--- src/rtl/if_id_buffer_if.sv ---
`default_nettype none
// ============================================================================
//  Module      : if_id_buffer_if
//  Description : Fetch-to-decode bundle for the IF/ID elastic buffer.
//                Carries the fetch triple (pc, inst, pc4) with its valid/ready
//                handshake, the decode-side payload with its handshake, the
//                flush request and the occupancy status.
//                  master : fetch/decode/control side (drives if_*, id_ready,
//                           flush; observes if_ready, id_*, occupancy)
//                  slave  : the buffer itself
//  Revision    : 1.0 - initial release
// ============================================================================
interface if_id_buffer_if #(
    parameter int XLEN = 64,
    parameter int ILEN = 32
);
    // Fetch side
    logic            if_valid;
    logic [XLEN-1:0] if_pc;
    logic [ILEN-1:0] if_inst;
    logic [XLEN-1:0] if_pc4;
    logic            if_ready;

    // Decode side
    logic            id_valid;
    logic [XLEN-1:0] id_pc;
    logic [ILEN-1:0] id_inst;
    logic [XLEN-1:0] id_pc4;
    logic            id_ready;

    // Control / status
    logic            flush;
    logic [1:0]      occupancy;

    modport master (
        output if_valid, if_pc, if_inst, if_pc4, id_ready, flush,
        input  if_ready, id_valid, id_pc, id_inst, id_pc4, occupancy
    );

    modport slave (
        input  if_valid, if_pc, if_inst, if_pc4, id_ready, flush,
        output if_ready, id_valid, id_pc, id_inst, id_pc4, occupancy
    );
endinterface
`default_nettype wire

--- src/rtl/if_id_buffer.sv ---
`default_nettype none
// ============================================================================
//  Module      : if_id_buffer
//  Description : Two-entry elastic pipeline register between instruction
//                fetch and decode. The OUT register drives decode directly;
//                the SKID register absorbs one extra entry so that decode's
//                ready never reaches fetch's ready combinationally.
//  Ports       : clk  - rising-edge clock
//                rst  - asynchronous reset, active-low
//                bus  - if_id_buffer_if.slave
//                       if_valid/if_pc/if_inst/if_pc4 in, if_ready out
//                       id_valid/id_pc/id_inst/id_pc4 out, id_ready in
//                       flush in, occupancy out (0..2)
//  Revision    : 1.0 - initial release
// ============================================================================
module if_id_buffer #(
    parameter int              XLEN = 64,
    parameter int              ILEN = 32,
    parameter logic [ILEN-1:0] NOP  = 32'h00000013
) (
    input  wire logic     clk,
    input  wire logic     rst,
    if_id_buffer_if.slave bus
);

    // State encoding equals the number of held entries.
    typedef enum logic [1:0] {
        S_EMPTY = 2'd0,
        S_ONE   = 2'd1,
        S_FULL  = 2'd2
    } state_t;

    state_t          r_state;
    state_t          w_state_nxt;

    logic [XLEN-1:0] r_out_pc;
    logic [ILEN-1:0] r_out_inst;
    logic [XLEN-1:0] r_out_pc4;
    logic [XLEN-1:0] r_skid_pc;
    logic [ILEN-1:0] r_skid_inst;
    logic [XLEN-1:0] r_skid_pc4;

    logic            w_accept;
    logic            w_pop;
    logic            w_ld_out_in;
    logic            w_ld_out_skid;
    logic            w_ld_skid;
    logic            w_bubble;

    // All handshake outputs are decoded from the registered state only, so
    // there is no path from id_ready or flush to if_ready.
    assign bus.if_ready  = (r_state != S_FULL);
    assign bus.id_valid  = (r_state != S_EMPTY);
    assign bus.occupancy = r_state;
    assign bus.id_pc     = r_out_pc;
    assign bus.id_inst   = r_out_inst;
    assign bus.id_pc4    = r_out_pc4;

    assign w_accept = bus.if_valid & bus.if_ready;
    assign w_pop    = bus.id_valid & bus.id_ready;

    // ------------------------------------------------------------------
    // State register
    // ------------------------------------------------------------------
    always_ff @(posedge clk or negedge rst) begin
        if (!rst) begin
            r_state <= S_EMPTY;
        end else begin
            r_state <= w_state_nxt;
        end
    end

    // ------------------------------------------------------------------
    // Next state and datapath load controls
    // ------------------------------------------------------------------
    always_comb begin
        w_state_nxt   = r_state;
        w_ld_out_in   = 1'b0;
        w_ld_out_skid = 1'b0;
        w_ld_skid     = 1'b0;
        w_bubble      = 1'b0;

        if (bus.flush) begin
            // Flush wins over everything, including a same-cycle accept.
            w_state_nxt = S_EMPTY;
            w_bubble    = 1'b1;
        end else begin
            case (r_state)
                S_EMPTY: begin
                    if (w_accept) begin
                        w_ld_out_in = 1'b1;
                        w_state_nxt = S_ONE;
                    end
                end
                S_ONE: begin
                    if (w_accept && w_pop) begin
                        w_ld_out_in = 1'b1;
                    end else if (w_accept) begin
                        w_ld_skid   = 1'b1;
                        w_state_nxt = S_FULL;
                    end else if (w_pop) begin
                        w_bubble    = 1'b1;
                        w_state_nxt = S_EMPTY;
                    end
                end
                S_FULL: begin
                    // if_ready is low here, so no accept can coincide.
                    if (w_pop) begin
                        w_ld_out_skid = 1'b1;
                        w_state_nxt   = S_ONE;
                    end
                end
                default: begin
                    w_state_nxt = S_EMPTY;
                    w_bubble    = 1'b1;
                end
            endcase
        end
    end

    // ------------------------------------------------------------------
    // OUT and SKID registers
    // ------------------------------------------------------------------
    always_ff @(posedge clk or negedge rst) begin
        if (!rst) begin
            r_out_pc    <= '0;
            r_out_inst  <= NOP;
            r_out_pc4   <= '0;
            r_skid_pc   <= '0;
            r_skid_inst <= '0;
            r_skid_pc4  <= '0;
        end else begin
            if (w_ld_out_in) begin
                r_out_pc   <= bus.if_pc;
                r_out_inst <= bus.if_inst;
                r_out_pc4  <= bus.if_pc4;
            end else if (w_ld_out_skid) begin
                r_out_pc   <= r_skid_pc;
                r_out_inst <= r_skid_inst;
                r_out_pc4  <= r_skid_pc4;
            end else if (w_bubble) begin
                // pc/pc4 keep stale values; only the instruction becomes a NOP.
                r_out_inst <= NOP;
            end

            if (w_ld_skid) begin
                r_skid_pc   <= bus.if_pc;
                r_skid_inst <= bus.if_inst;
                r_skid_pc4  <= bus.if_pc4;
            end
        end
    end

endmodule
`default_nettype wire
--- src/flat_wrapper.sv ---
// flat-port wrapper written by rule: the top's interface ports become plain ports
module if_id_buffer_flat 
#(
    parameter int              XLEN = 64,
    parameter int              ILEN = 32,
    parameter logic [ILEN-1:0] NOP  = 32'h00000013
)
  (clk, rst, bus_if_valid, bus_if_pc, bus_if_inst, bus_if_pc4, bus_id_ready, bus_flush, bus_if_ready, bus_id_valid, bus_id_pc, bus_id_inst, bus_id_pc4, bus_occupancy);
  if_id_buffer_if #(.XLEN(XLEN), .ILEN(ILEN)) bus_i ();
  input  wire logic clk;
  input  wire logic rst;
  input wire logic [$bits(bus_i.if_valid)-1:0] bus_if_valid;
  input wire logic [$bits(bus_i.if_pc)-1:0] bus_if_pc;
  input wire logic [$bits(bus_i.if_inst)-1:0] bus_if_inst;
  input wire logic [$bits(bus_i.if_pc4)-1:0] bus_if_pc4;
  input wire logic [$bits(bus_i.id_ready)-1:0] bus_id_ready;
  input wire logic [$bits(bus_i.flush)-1:0] bus_flush;
  output wire logic [$bits(bus_i.if_ready)-1:0] bus_if_ready;
  output wire logic [$bits(bus_i.id_valid)-1:0] bus_id_valid;
  output wire logic [$bits(bus_i.id_pc)-1:0] bus_id_pc;
  output wire logic [$bits(bus_i.id_inst)-1:0] bus_id_inst;
  output wire logic [$bits(bus_i.id_pc4)-1:0] bus_id_pc4;
  output wire logic [$bits(bus_i.occupancy)-1:0] bus_occupancy;
  assign bus_i.if_valid = bus_if_valid;
  assign bus_i.if_pc = bus_if_pc;
  assign bus_i.if_inst = bus_if_inst;
  assign bus_i.if_pc4 = bus_if_pc4;
  assign bus_i.id_ready = bus_id_ready;
  assign bus_i.flush = bus_flush;
  assign bus_if_ready = bus_i.if_ready;
  assign bus_id_valid = bus_i.id_valid;
  assign bus_id_pc = bus_i.id_pc;
  assign bus_id_inst = bus_i.id_inst;
  assign bus_id_pc4 = bus_i.id_pc4;
  assign bus_occupancy = bus_i.occupancy;
  if_id_buffer #(.XLEN(XLEN), .ILEN(ILEN), .NOP(NOP)) u_core (.clk(clk), .rst(rst), .bus(bus_i));
endmodule
--- config.mk ---
export PLATFORM = sky130hd
export DESIGN_NAME = if_id_buffer_flat
export DESIGN_NICKNAME = d
export VERILOG_FILES = /design/src/rtl/if_id_buffer_if.sv /design/src/rtl/if_id_buffer.sv /design/src/flat_wrapper.sv
export SDC_FILE = /design/constraint.sdc
export NUM_CORES = 1
export LEC_CHECK = 0
export CAP_MARGIN = 0
export CORE_AREA = 2 2 166 168
export CTS_CLUSTER_SIZE = 24
export DETAILED_ROUTE_END_ITERATION = 16
export DIE_AREA = 0 0 168 170
export PLACE_DENSITY = 0.8
export SETUP_SLACK_MARGIN = 0.5
export SYNTH_ARGS = -nofsm -noshare
export SYNTH_HDL_FRONTEND = slang
export SYNTH_SLANG_ARGS = --single-unit
export TNS_END_PERCENT = 5
--- constraint.sdc ---
create_clock -name clk -period 2.2 [get_ports clk]
set_clock_uncertainty 0.15 [all_clocks]
set_input_delay 0.44 -clock clk [delete_from_list [all_inputs] [get_ports clk]]
set_output_delay 0.44 -clock clk [all_outputs]
set_load 0.02 [all_outputs]
## Word-level counts from Yosys, hierarchy flattened

Index checks and enable logic that the tools add are counted.

| cells by class | value |
|---|---|
| reduce and logical (&&, ||, !) cells | 7 |
| multiply operators | 0 |
| equal/unequal tests | 7 |
| $add $sub $neg | 0 |
| div/mod/pow operators | 0 |
| bitwise logic cells | 2 |
| shift-type cells | 0 |
| $lt $le $gt $ge | 0 |
| multiplexer cells | 28 |

Operator list:

| cell | number |
|---|---|
| two-way mux 64 bit | 4 |
| two-way mux 32 bit | 3 |
| two-way mux 1 bit | 12 |
| two-way mux 2 bit | 6 |
| != test 3 x 2 -> 1 bit (second input constant) | 2 |
| one-hot mux 2 bit (3 select lines) | 1 |
| != test 4 x 2 -> 1 bit (second input constant) | 1 |
| one-hot mux 1 bit (2 select lines) | 2 |
| AND reduction 4 bit | 1 |
| nonzero test 2 bit | 2 |
| != test 3 bit (second input constant) | 1 |
| nonzero test 3 bit | 1 |
| bitwise AND 1 bit | 2 |
| == test 2 x 1 -> 1 bit (second input constant) | 1 |
| == test 2 bit (second input constant) | 1 |
| zero test 2 bit | 1 |
| != test 2 bit (second input constant) | 1 |
| OR reduction 2 bit | 1 |
| logical AND 1 bit | 1 |

| word-level totals | value |
|---|---|
| memory bits (read-only) | 0 |
| output and inout bits | 164 |
| bits in registers | 322 |
| latch bits | 0 |
| input bits | 165 |
| memory bits (writable) | 0 |
| memories | 0 |
| word-level logic and storage cells | 51 |

## Longest topological paths before layout

| logic depth | value |
|---|---|
| depth after elaboration | 10 |
| gate-level depth with buffers | 7 |
| gate-level depth less buffers | 3 |

## Worst setup path after synthesis

OpenSTA, ideal clock, no wires.

| timing path | value |
|---|---|
| kind | register -> register |
| from | reg u_core.r_state[1], in the netlist u_core.bus.occupancy[1] |
| to | reg u_core.r_out_inst[29], in the netlist u_core.bus.id_inst[29] |
| slack | 0.230 ns |
| arrival time | 1.695 ns |
| data required time | 1.925 ns |
| stages on the path, launching flop included | 8 |
| setup time | 0.125 ns |
| period minus slack after synthesis | 1.970 ns |
| path buffers | 4 |
| path through | dfrtp_1 buf_2 and4bb_2 buf_2 buf_2 buf_6 a32o_1 mux2_2 |

| between the ends | value |
|---|---|
| word-level cells in the longest chain between the ends | 8 |
| elaborated cells on any way between the ends | 23 |
| those cells by class | eq/ne: 3; mux: 13; bitwise: 2; reduce/logical: 5 |

Ends and longest elaborated chain:

| what | RTL line | source |
|---|---|---|
| start: declaration | if_id_buffer.sv:33 | `state_t r_state;` |
| start signal: assignment | if_id_buffer.sv:69 | `r_state <= w_state_nxt;` |
| nonzero test 2 bit | if_id_buffer.sv:53 | `assign bus.id_valid = (r_state != S_EMPTY);` |
| bitwise AND 1 bit | if_id_buffer.sv:60 | `assign w_pop = bus.id_valid & bus.id_ready;` |
| two-way mux 1 bit | if_id_buffer.sv:101, if_id_buffer.sv:108 |  |
| two-way mux 1 bit | if_id_buffer.sv:98 | `end else if (w_accept) begin` |
| two-way mux 1 bit | if_id_buffer.sv:96 | `if (w_accept && w_pop) begin` |
| one-hot mux 1 bit (2 select lines) | if_id_buffer.sv:88 | `case (r_state)` |
| two-way mux 1 bit | if_id_buffer.sv:83 | `if (bus.flush) begin` |
| nonzero test 3 bit (no source line) | n/a |  |
| end signal: assignment | if_id_buffer.sv:135 | `r_out_inst <= bus.if_inst;` |
| end signal: assignment | if_id_buffer.sv:139 | `r_out_inst <= r_skid_inst;` |
| end: declaration | if_id_buffer.sv:37 | `logic [ILEN-1:0] r_out_inst;` |

Parallel ways exist; a longest one is shown, timed or not.
A chain may end at the register's enable or synchronous reset.

## Worst setup path in the final report

| timing path | value |
|---|---|
| from | reg u_core.r_state[0], in the netlist u_core.bus.occupancy[0] |
| to | reg u_core.r_skid_pc4[4] |

| between the ends | value |
|---|---|
| word-level cells in the longest chain between the ends | 6 |
| elaborated cells on any way between the ends | 10 |
| those cells by class | eq/ne: 2; mux: 4; bitwise: 2; reduce/logical: 2 |

Ends and longest elaborated chain:

| what | RTL line | source |
|---|---|---|
| != test 2 bit / nonzero test 2 bit (equally long branches) | if_id_buffer.sv:52, if_id_buffer.sv:53 |  |
| bitwise AND 1 bit (on tied branches) | if_id_buffer.sv:59, if_id_buffer.sv:60 |  |
| two-way mux 1 bit / logical AND 1 bit (equally long branches) | if_id_buffer.sv:98, if_id_buffer.sv:96 |  |
| two-way mux 1 bit | if_id_buffer.sv:96 |  |
| two-way mux 1 bit (*) | if_id_buffer.sv:88 |  |
| two-way mux 1 bit (*) | if_id_buffer.sv:83 |  |
| end signal: assignment | if_id_buffer.sv:149 | `r_skid_pc4 <= bus.if_pc4;` |
| end: declaration | if_id_buffer.sv:41 | `logic [XLEN-1:0] r_skid_pc4;` |

Every way passes the cells marked *; elsewhere a longest branch is shown, timed or not.

==> results.cfg <==
[cts]
cts_tree = built
htree_levels = 2
cts_buffers = 35
cts_sinks = 322
insertion_delay_ps = 510
clock_path_buffers = 3
clockRootBuffer = clkbuf_16
path_clk_slew_ps = 60

[global_route]
grt_max_degree = 76
grtUsageTotal_pct = 25.18
grt_overflow_total = 0
antenna_found_initial = 2
grt_pass1_vias = 10190
grt_pass1_wl_mm = 56.84

[routing]
drt_iter0_drc = 778
dr_total_vias = 9778
ant_nets = 0
dr.pass1.iters = 5
drt-wirelength-per-cell_um = 23.48
drt-vias-per-instance = 5.951
drcViolationCount = 0
wl_mm = 38.58

[logic_synthesis]
syn-num-nets = 1079
synthCells = 914
ys_seq_area_share_pct = 60.83
ys_warn_count = 0
ys_seq_elements = 322
synthesis.area_um2 = 13250
synth.distinct_cells = 30
syn_avg_cell_area_um2 = 14.50

[critical_path]
startpoint = u_core.bus.occupancy[0]$_DFFE_PN0P_
timing.rr.start = u_core.bus.occupancy[0]$_DFFE_PN0P_
crit_fanout = 7
worstSetupStartpointType = register
reg2regPathDepth = 5
worst_ep_required_time_ps = 2410
end_kind = register
worstSetupPathType = reg2reg
cp.arrival_ps = 2230

[cells_and_area]
multi_input_area_um2 = 4890
instances_no_fill = 1643
fill_cells = 1828
final_area_um2 = 18790
final_common_cell = dfrtp_1
nNetsFinal = 1439
syn2layout_area_growth_pct = 41.82
layout-drive-gt1-share_pct = 21.79
layout_common_cells = 317 x dfrtp_1, 163 x clkdlybuf4s50_1, 141 x dlygate4sd2_1
final-seq-area_um2 = 8064

[floorplanning]
die_height_um = 170
io_pins = 329
initial_core_util_pct = 49.72
core_area_um2 = 26650
rows = 60
die_w_um = 168
die_area_um2 = 28560

[placement]
dp_hpwl_mm = 23.52
place_area_um2 = 17350
numPortBuffers = 328
gp_congestion = 0.7843
place_inst = 1549

[min_path]
hold_path.class = in2async

[timing]
slew_viol_final = 0
relSlewSlack_pct = 72.79
grt_setup_unrepaired = yes
finalHoldViolations = 0
report.final.setup_viol = 0
fin_crit_sh_pct = 91.82
min_period_ps = 2020
clock.fmax_mhz = 495.1
worst_pin_slew_ps = 407.3

[power_and_ir_drop]
peakVddDrop_uv = 711.7
powerDensity_nw_per_um2 = 913.1
leakagePower_nw = 9.155

[run]
drv_cap = 0

[run_status]
status = complete, no violations
## stage by stage
| stage | total power (W) | hold slack, ps | TNS (ps) | util (%) | setup WS (ps) |
|---|---|---|---|---|---|
| final | 0.01716 | 263.2 | 0 | 70.52 | 180.1 |
| after global routing | 0.01790 | 273.2 | 0 | 70.51 | 119.6 |
| after CTS | 0.01715 | 255.1 | 0 | 68.53 | 209.9 |
| after detailed placement | 0.01170 | 189.9 | -46490 | 65.10 | -202.6 |
| after global placement | 0.01152 | 186.7 | -43660 | 65.10 | -180.6 |
| after floorplan | 0.009780 | -5.591 | 0 | - | 330.2 |
## path summary, 6_finish.rpt
kind / end / slack, ps
max in group asynchronous: u_core.r_skid_pc4[29]$_DFFE_PN0P_ / 870
setup / recovery: u_core.r_skid_pc4[4]$_DFFE_PN0P_ / 180
min in group clk: u_core.r_skid_pc[61]$_DFFE_PN0P_ / 340
hold / removal: u_core.bus.id_pc4[17]$_DFFE_PN0P_ / 260
hold reg to reg: u_core.r_skid_pc[61]$_DFFE_PN0P_ / 340
setup reg to reg: u_core.r_skid_pc4[4]$_DFFE_PN0P_ / 180
## layer usage
layer | GRT usage, % | part of all wire, %
met1 | 33.38 | 41
met2 | 41.05 | 49
met3 | 6.651 | 7.9
met4 | 7.524 | 2.4
met5 | 0 | 0
## synth_stat cells, drive strengths merged
cell    instances  area share (%)
dfrtp         319              60
mux2          192              16
a221o         128             9.7
and3          128             6.0
buf            47             2.3
clkbuf         42             1.2
a32o           29             2.2
a21oi           4            0.15
nor2b           4            0.19
dfstp           3            0.59
o32a            3            0.23
nor3b           2            0.20
and4bb          1           0.094
inv             1           0.028
nand2           1           0.028
nand2b          1           0.047
nor2            1           0.028
nor3            1           0.038
nor4            1           0.047
o21ai           1           0.038
o21bai          1           0.057
or2             1           0.047
or3b            1           0.066
or4bb           1           0.085
xor2            1           0.066
## area by class of cell
type                            count  share of cell area [%]
Sequential cell                   322                   42.91
Multi-Input combinational cell    504                   26.02
Timing Repair Buffer              410                   22.75
Clock buffer                       51                   5.526
Tap cell                          341                   2.270
Clock inverter                     11                  0.4660
Antenna cell                        3                 0.03995
Inverter                            1                 0.01997
## kinds of logic (layout without fill, tap and decap cells)
group,after synthesis,count (layout),share of synthesized area (%)
XOR/XNOR,1,1,0.06611
buffers and inverters,90,473,3.541
other,0,3,0
AND/OR/NAND/NOR,143,145,6.912
flip-flops,322,322,60.83
AO/OA/AOI/OAI,166,166,12.33
multiplexers,192,192,16.32
## critical path, cell delays in order (launching register included)
cell and delay, ps:
dfrtp_2 450, buf_6 150, nor2b_4 390, nand2_8 180, clkbuf_16 210, mux2_1 340
## what timing repair did
item                       in CTS  in global routing
gates cloned                    0                 15
resized for setup             255                 22
setup endpoints to repair     484                472
buffers inserted                3                 10
hold endpoints to repair       67                  0
hold buffers                    1                  0
pin swaps                       0                  5
## power by group
| group | internal (W) | switching, W |
|---|---|---|
| sequential | 0.00720 | 0.000745 |
| combinational | 0.00185 | 0.00165 |
| clock | 0.00340 | 0.00231 |
| total | 0.0125 | 0.00470 |
## registers in the layout, indices dropped and copies added (netlist names)
register	cells
u_core.bus.id_pc4	64
u_core.bus.id_inst	32
u_core.bus.id_pc	64
u_core.r_skid_inst	32
u_core.bus.occupancy	2
u_core.r_skid_pc4	64
u_core.r_skid_pc	64
(Power assumes the default switching activity.)
==> variant 1: new RTL, same settings <==
`ILEN` is set to 32 in 3 places; all go to 48.
--- a/src/rtl/if_id_buffer_if.sv
+++ b/src/rtl/if_id_buffer_if.sv
@@ -12,7 +12,7 @@
 // ============================================================================
 interface if_id_buffer_if #(
     parameter int XLEN = 64,
-    parameter int ILEN = 32
+    parameter int ILEN = 48
 );
     // Fetch side
     logic            if_valid;
--- a/src/rtl/if_id_buffer.sv
+++ b/src/rtl/if_id_buffer.sv
@@ -15,7 +15,7 @@
 // ============================================================================
 module if_id_buffer #(
     parameter int              XLEN = 64,
-    parameter int              ILEN = 32,
+    parameter int              ILEN = 48,
     parameter logic [ILEN-1:0] NOP  = 32'h00000013
 ) (
     input  wire logic     clk,
--- a/src/flat_wrapper.sv
+++ b/src/flat_wrapper.sv
@@ -2,7 +2,7 @@
 module if_id_buffer_flat 
 #(
     parameter int              XLEN = 64,
-    parameter int              ILEN = 32,
+    parameter int              ILEN = 48,
     parameter logic [ILEN-1:0] NOP  = 32'h00000013
 )
   (clk, rst, bus_if_valid, bus_if_pc, bus_if_inst, bus_if_pc4, bus_id_ready, bus_flush, bus_if_ready, bus_id_valid, bus_id_pc, bus_id_inst, bus_id_pc4, bus_occupancy);
Ports: changed (resized bus_id_inst and bus_if_inst); port bits go from 329 to 361. The function was not compared with the original's and may differ.
==> variant 1 against the original RTL <==
Sequential cell count rose by 32; count of clock-buffer cells in the layout increased by 5; area after synthesis rose by 10%; worst hold slack got worse by 54 ps; cell count is 8.6% higher; total power increased by 9.1%; synthesized cell count grew 9.6%; setup slack improved by 26 ps; wire length increased by 11%; sequential power rose by 9.2%; first-iteration DRC count is 12% lower; utilization rose by 7.6 points; final area is 11% higher; critical path type unchanged; highest routed layer unchanged.
==> variant 1: results (changes against the original RTL) <==
* Status: finished clean (unchanged)
* Vias at 10880 (was 9778)
* HPWL Detailed at 26.09 mm (was 23.52 mm)
* Post-synth top cells: 351 x dfrtp_1, 209 x mux2_2, 128 x a221o_1, 128 x and3_1, 46 x buf_2 (was 319 x dfrtp_1, 128 x a221o_1, 128 x and3_1)
* GPL Wtd Cong at 0.7748 (was 0.7843)
* Mapped Nets at 1183 (was 1079)
* Relative slew margins at 69.78% (was 72.79%)
* Pre-CTS setup slack at -243.6 ps (was -202.6 ps)
* Fin. max-slew vios at 0 (unchanged)
* Total CTS buffers at 37 (was 35)
* CP max FO at 43 (was 7)
* Largest net degree at the start of global routing at 69 (was 76)
* Global Route Usage Sum at 27.71% (was 25.18%)
* Top cells by area, synth: dfrtp_1 60%, mux2_2 16%, a221o_1 8.8% (was dfrtp_1 60%, a221o_1 9.7%, mux2_1 8.5%)
* Library cells used by synthesis at 31 (was 30)
* Drt total wl at 42.66 mm (was 38.58 mm)
* Seq/Total Area, Yosys at 60.60% (was 60.83%)
* Global-route wire length before repair at 62.31 mm (was 56.84 mm)
* RR Endpoint: u_core.bus.id_pc4[35] (was u_core.r_skid_pc4[4])
* Share of layout cells above drive strength 1 at 29.35% (was 21.79%)
* Vias in the first global route at 11310 (was 10190)
* Cell Area, Placed at 0.01923 sq mm (was 0.01735 sq mm)
* Final net count at 1592 (was 1439)
* Worst VDD drop at 0.6682 mV (was 0.7117 mV)
* R2R setup slack at 210 ps (was 180 ps)
* Slowest stage cell on the critical path: and4bb_4 (was dfrtp_2)
## variant 1: where the power goes
group          switching, mW  total [mW]  internal (mW)
logic                   1.78        3.84           2.07
registers              0.790        8.68           7.89
clock network           2.55        6.18           3.64
total                   5.12        18.7           13.6
## variant 1: through the flow
step | hold WS [ps] | std cells
after floorplan | -5.591 | 1002
final | 209.2 | 1785
after detailed placement | 163.8 | 1675
after global routing | 218.3 | 1784
after CTS | 210.4 | 1751
after global placement | 164.7 | 1675
## variant 1: area by class of cell
type	count	area [sq um]
clock inverter	10	78.83
antenna	6	15.01
clock buffer	56	1120
fill	1619	5823
tap	341	426.7
timing repair buffer	467	4905
inverter	1	3.754
sequential	354	8865
multi-input combinational	550	5414
## variant 1: per-layer routing
layer / vias to the layer above / GRT usage (%) / wire length (um)
met5: - / 0 / 0
met4: 0 / 10.59 / 1650
met3: 106 / 8.628 / 3473
met2: 413 / 46.66 / 20950
met1: 5641 / 33.68 / 16590
li1: 4721 / - / -
## variant 1: cells by family after synthesis
| kind of cell | synth area share (%) |
|---|---|
| flops | 60.60 |
| mux | 17.32 |
| compound gates | 12.27 |
| simple gates | 6.228 |
| buf+inv | 3.525 |
| xor+xnor | 0.05990 |
## variant 1: worst max-delay path by stage
stage | start | to | slack, ps | cells past startpoint
floorplan | u_core.bus.occupancy[1] | u_core.bus.id_inst[27] | 330 | 6
global placement | bus_flush | u_core.bus.id_inst[45] | -220 | 6
detailed placement | bus_flush | u_core.bus.id_pc4[41] | -240 | 6
CTS | u_core.bus.occupancy[0] | u_core.bus.id_inst[45] | 210 | 5
global route | u_core.bus.occupancy[0] | u_core.bus.id_pc4[35] | 170 | 5
finish | u_core.bus.occupancy[0] | u_core.bus.id_pc4[35] | 210 | 5
## variant 1: timing repair
action / 4_1_cts / 5_1_grt
pin swaps: 1 / 4
buffers inserted: 8 / 14
hold endpoints to repair: 137 / 0
hold buffers: 1 / 0
gates cloned: 1 / 14
endpoints found under the setup margin: 531 / 523
gates resized for setup: 293 / 24
==> variant 2: new RTL, config.mk and constraints unchanged <==
Without the edit above. Make the reset (`rst`) synchronous in 2 clocked blocks. Comments in the files are not updated.
--- a/src/rtl/if_id_buffer.sv
+++ b/src/rtl/if_id_buffer.sv
@@ -62,7 +62,7 @@
     // ------------------------------------------------------------------
     // State register
     // ------------------------------------------------------------------
-    always_ff @(posedge clk or negedge rst) begin
+    always_ff @(posedge clk) begin
         if (!rst) begin
             r_state <= S_EMPTY;
         end else begin
@@ -121,7 +121,7 @@
     // ------------------------------------------------------------------
     // OUT and SKID registers
     // ------------------------------------------------------------------
-    always_ff @(posedge clk or negedge rst) begin
+    always_ff @(posedge clk) begin
         if (!rst) begin
             r_out_pc    <= '0;
             r_out_inst  <= NOP;
Formal check against the unedited RTL: differs if rst is asserted again (counterexample within 4 cycles, from zero or initial values and one cycle with rst low); with rst held inactive, the same outputs for 4 cycles.
==> variant 2 against the original RTL <==
Cell count is 39% higher; largest power group unchanged; utilization decreased by 2.5 points; final area shrank 3.5%; sequential cell count did not move; worst hold slack gained 20 ps; setup slack better by 82 ps; wire length rose by 14%; synthesized cell count grew 73%; clock power up 1%; non-clock buffer count up 21; area after synthesis fell by 6.9%; total power down 19%.
==> variant 2: results (changes against the original RTL) <==
* Global-route wire length before repair at 62.83 mm (was 56.84 mm)
* Root buf cell: clkbuf_16 (unchanged)
* Worst VDD drop at 0.5883 mV (was 0.7117 mV)
* Post-synth top cells: 454 x nand2_1, 445 x a21oi_1, 322 x dfxtp_1 (was 319 x dfrtp_1, 128 x a221o_1, 128 x and3_1)
* Clock Latency Late Sink at 500 ps
* Top cells by area, synth: dfxtp_1 52%, a21oi_1 18%, nand2_1 14% (was dfrtp_1 60%, a221o_1 9.7%, mux2_1 8.5%)
* GPL Wtd Cong at 0.7916 (was 0.7843)
* Switching share of power at 25.15% (was 27.41%)
* Min Tclk post-route at 1938 ps (was 2020 ps)
* Vias/cell at 5.705 (was 5.951)
* Fraction of synthesized area in multiplexers at 0.1624% (was 16.32%)
* Largest net degree at the start of global routing at 94 (was 76)
* Clk slew on worst S/H paths at 60 ps (about the same)
* H-tree Lvls at 2 (unchanged)
* Post-Synthesis Cells at 1581 (was 914)
* Pre-CTS setup slack at -145.8 ps (was -202.6 ps)
* Final net count at 2075 (was 1439)
* I/O Buffers at 328 (unchanged)
* Pre-Repair DR Iteration Count at 5 (unchanged)
* Library cells used by synthesis at 31 (was 30)
* Mapped Nets at 1746 (was 1079)
* Top_reg_cell synth: dfxtp_1 (was dfrtp_1)
* Vias at 13000 (was 9778)
* Post-synthesis compound-gate area fraction at 26.76% (was 12.33%)
* HPWL Detailed at 25.25 mm (was 23.52 mm)
* CP max stage delay at 360 ps (was 450 ps)
* Static leakage at 6.977 nW (was 9.155 nW)
* Hold Crit Class: in -> reg (was in -> async)
* CP Data Arrival Time at 2180 ps (was 2230 ps)
* Drt total wl at 44.02 mm (was 38.58 mm)
* Dpl cells at 2176 (was 1549)
* R2R setup slack at 260 ps (was 180 ps)
* Antenna violations before repair at 4 (was 2)
* Fraction of the mapped netlist area in adder cells at 0% (unchanged)
* CP max FO at 13 (was 7)
* Xor and xnor area share after synthesis at 0% (was 0.06609%)
* Total CTS buffers at 34 (was 35)
* Bufs on Longest Clock Path at 3 (unchanged)
* Post-synth ARST share at 0% (was 100.0%)
* Slew @ Worst Pin at 559.4 ps (was 407.3 ps)
* Synth warn at 0 (unchanged)
* Seq/Total Area, Yosys at 52.28% (was 60.83%)
* Share of layout cells above drive strength 1 at 13.04% (was 21.79%)
* Global Route Usage Sum at 26.95% (was 25.18%)
* Status: finished clean (unchanged)
* DRT iter0 DRCs at 1397 (was 778)
* Vias in the first global route at 12130 (was 10190)
* Slowest stage cell on the critical path: dfxtp_4 (was dfrtp_2)
variant 2: area by class of cell:
| type | count | area (sq um) |
|---|---|---|
| clock buffer | 52 | 1062 |
| antenna | 4 | 10.01 |
| inverter | 3 | 13.76 |
| timing repair buffer | 431 | 4594 |
| tap | 341 | 426.7 |
| multi-input combinational | 1118 | 5504 |
| clock inverter | 7 | 63.81 |
| sequential | 322 | 6454 |
| fill | 2119 | 8522 |
variant 2: metal layers:
layer,vias up,global-route usage (%),wire length [um]
met5,-,0,0
met4,0,11.57,1992
met3,142,6.372,3678
met2,657,46.86,21840
met1,6152,31.93,16510
li1,6046,-,-
variant 2: path summary, 6_finish.rpt:
path,start,endpoint,cells past startpoint
max,u_core.bus.occupancy[1],u_core.bus.id_pc[56],9
min,rst,u_core.bus.id_pc[41],3
max reg2reg,u_core.bus.occupancy[1],u_core.bus.id_pc[56],9
min reg2reg,u_core.bus.id_pc4[19],u_core.bus.id_pc4[19],2
variant 2: kinds of logic (layout without fill, tap and decap cells):
logic type	count (synthesis)	count (layout)
buffers and inverters	144	493
DFF	322	322
AOI/OAI and AO/OA	639	639
other	0	4
muxes	2	2
and+or+nand+nor	474	477
variant 2: power groups by stage:
stage,clock (mW),combinational (mW),sequential (mW)
floorplan,0,0.550,6.55
global placement,0,1.74,6.32
detailed placement,0,1.77,6.32
CTS,5.80,1.72,6.19
global route,6.05,2.00,6.21
finish,5.77,1.88,6.19
variant 2: per-stage QoR:
stage	hold WS (ps)	setup TNS [ps]	utilization [%]	cell area, sq um	power (mW)
floorplan	280.3	0	-	12380	7.097
finish	282.9	0	68.02	18130	13.84
global route	282.7	0	68.02	18130	14.26
detailed placement	291.3	-20420	60.95	16240	8.091
global placement	282.9	-9601	60.95	16240	8.057
CTS	240.4	0	65.32	17410	13.70
variant 2: critical path: cells and delay by family (launching register included):
family | cells | cell delay, ps
buf+inv | 5 | 780
flops | 1 | 360
simple gates | 2 | 270
compound gates | 2 | 250
variant 2: what timing repair did:
action / 4_1_cts / 5_1_grt
resized for setup: 296 / 150
cloned: 6 / 23
endpoints found under the hold margin: 0 / 0
setup buffers: 9 / 1
setup endpoints to repair: 484 / 464
pin swaps: 1 / 5
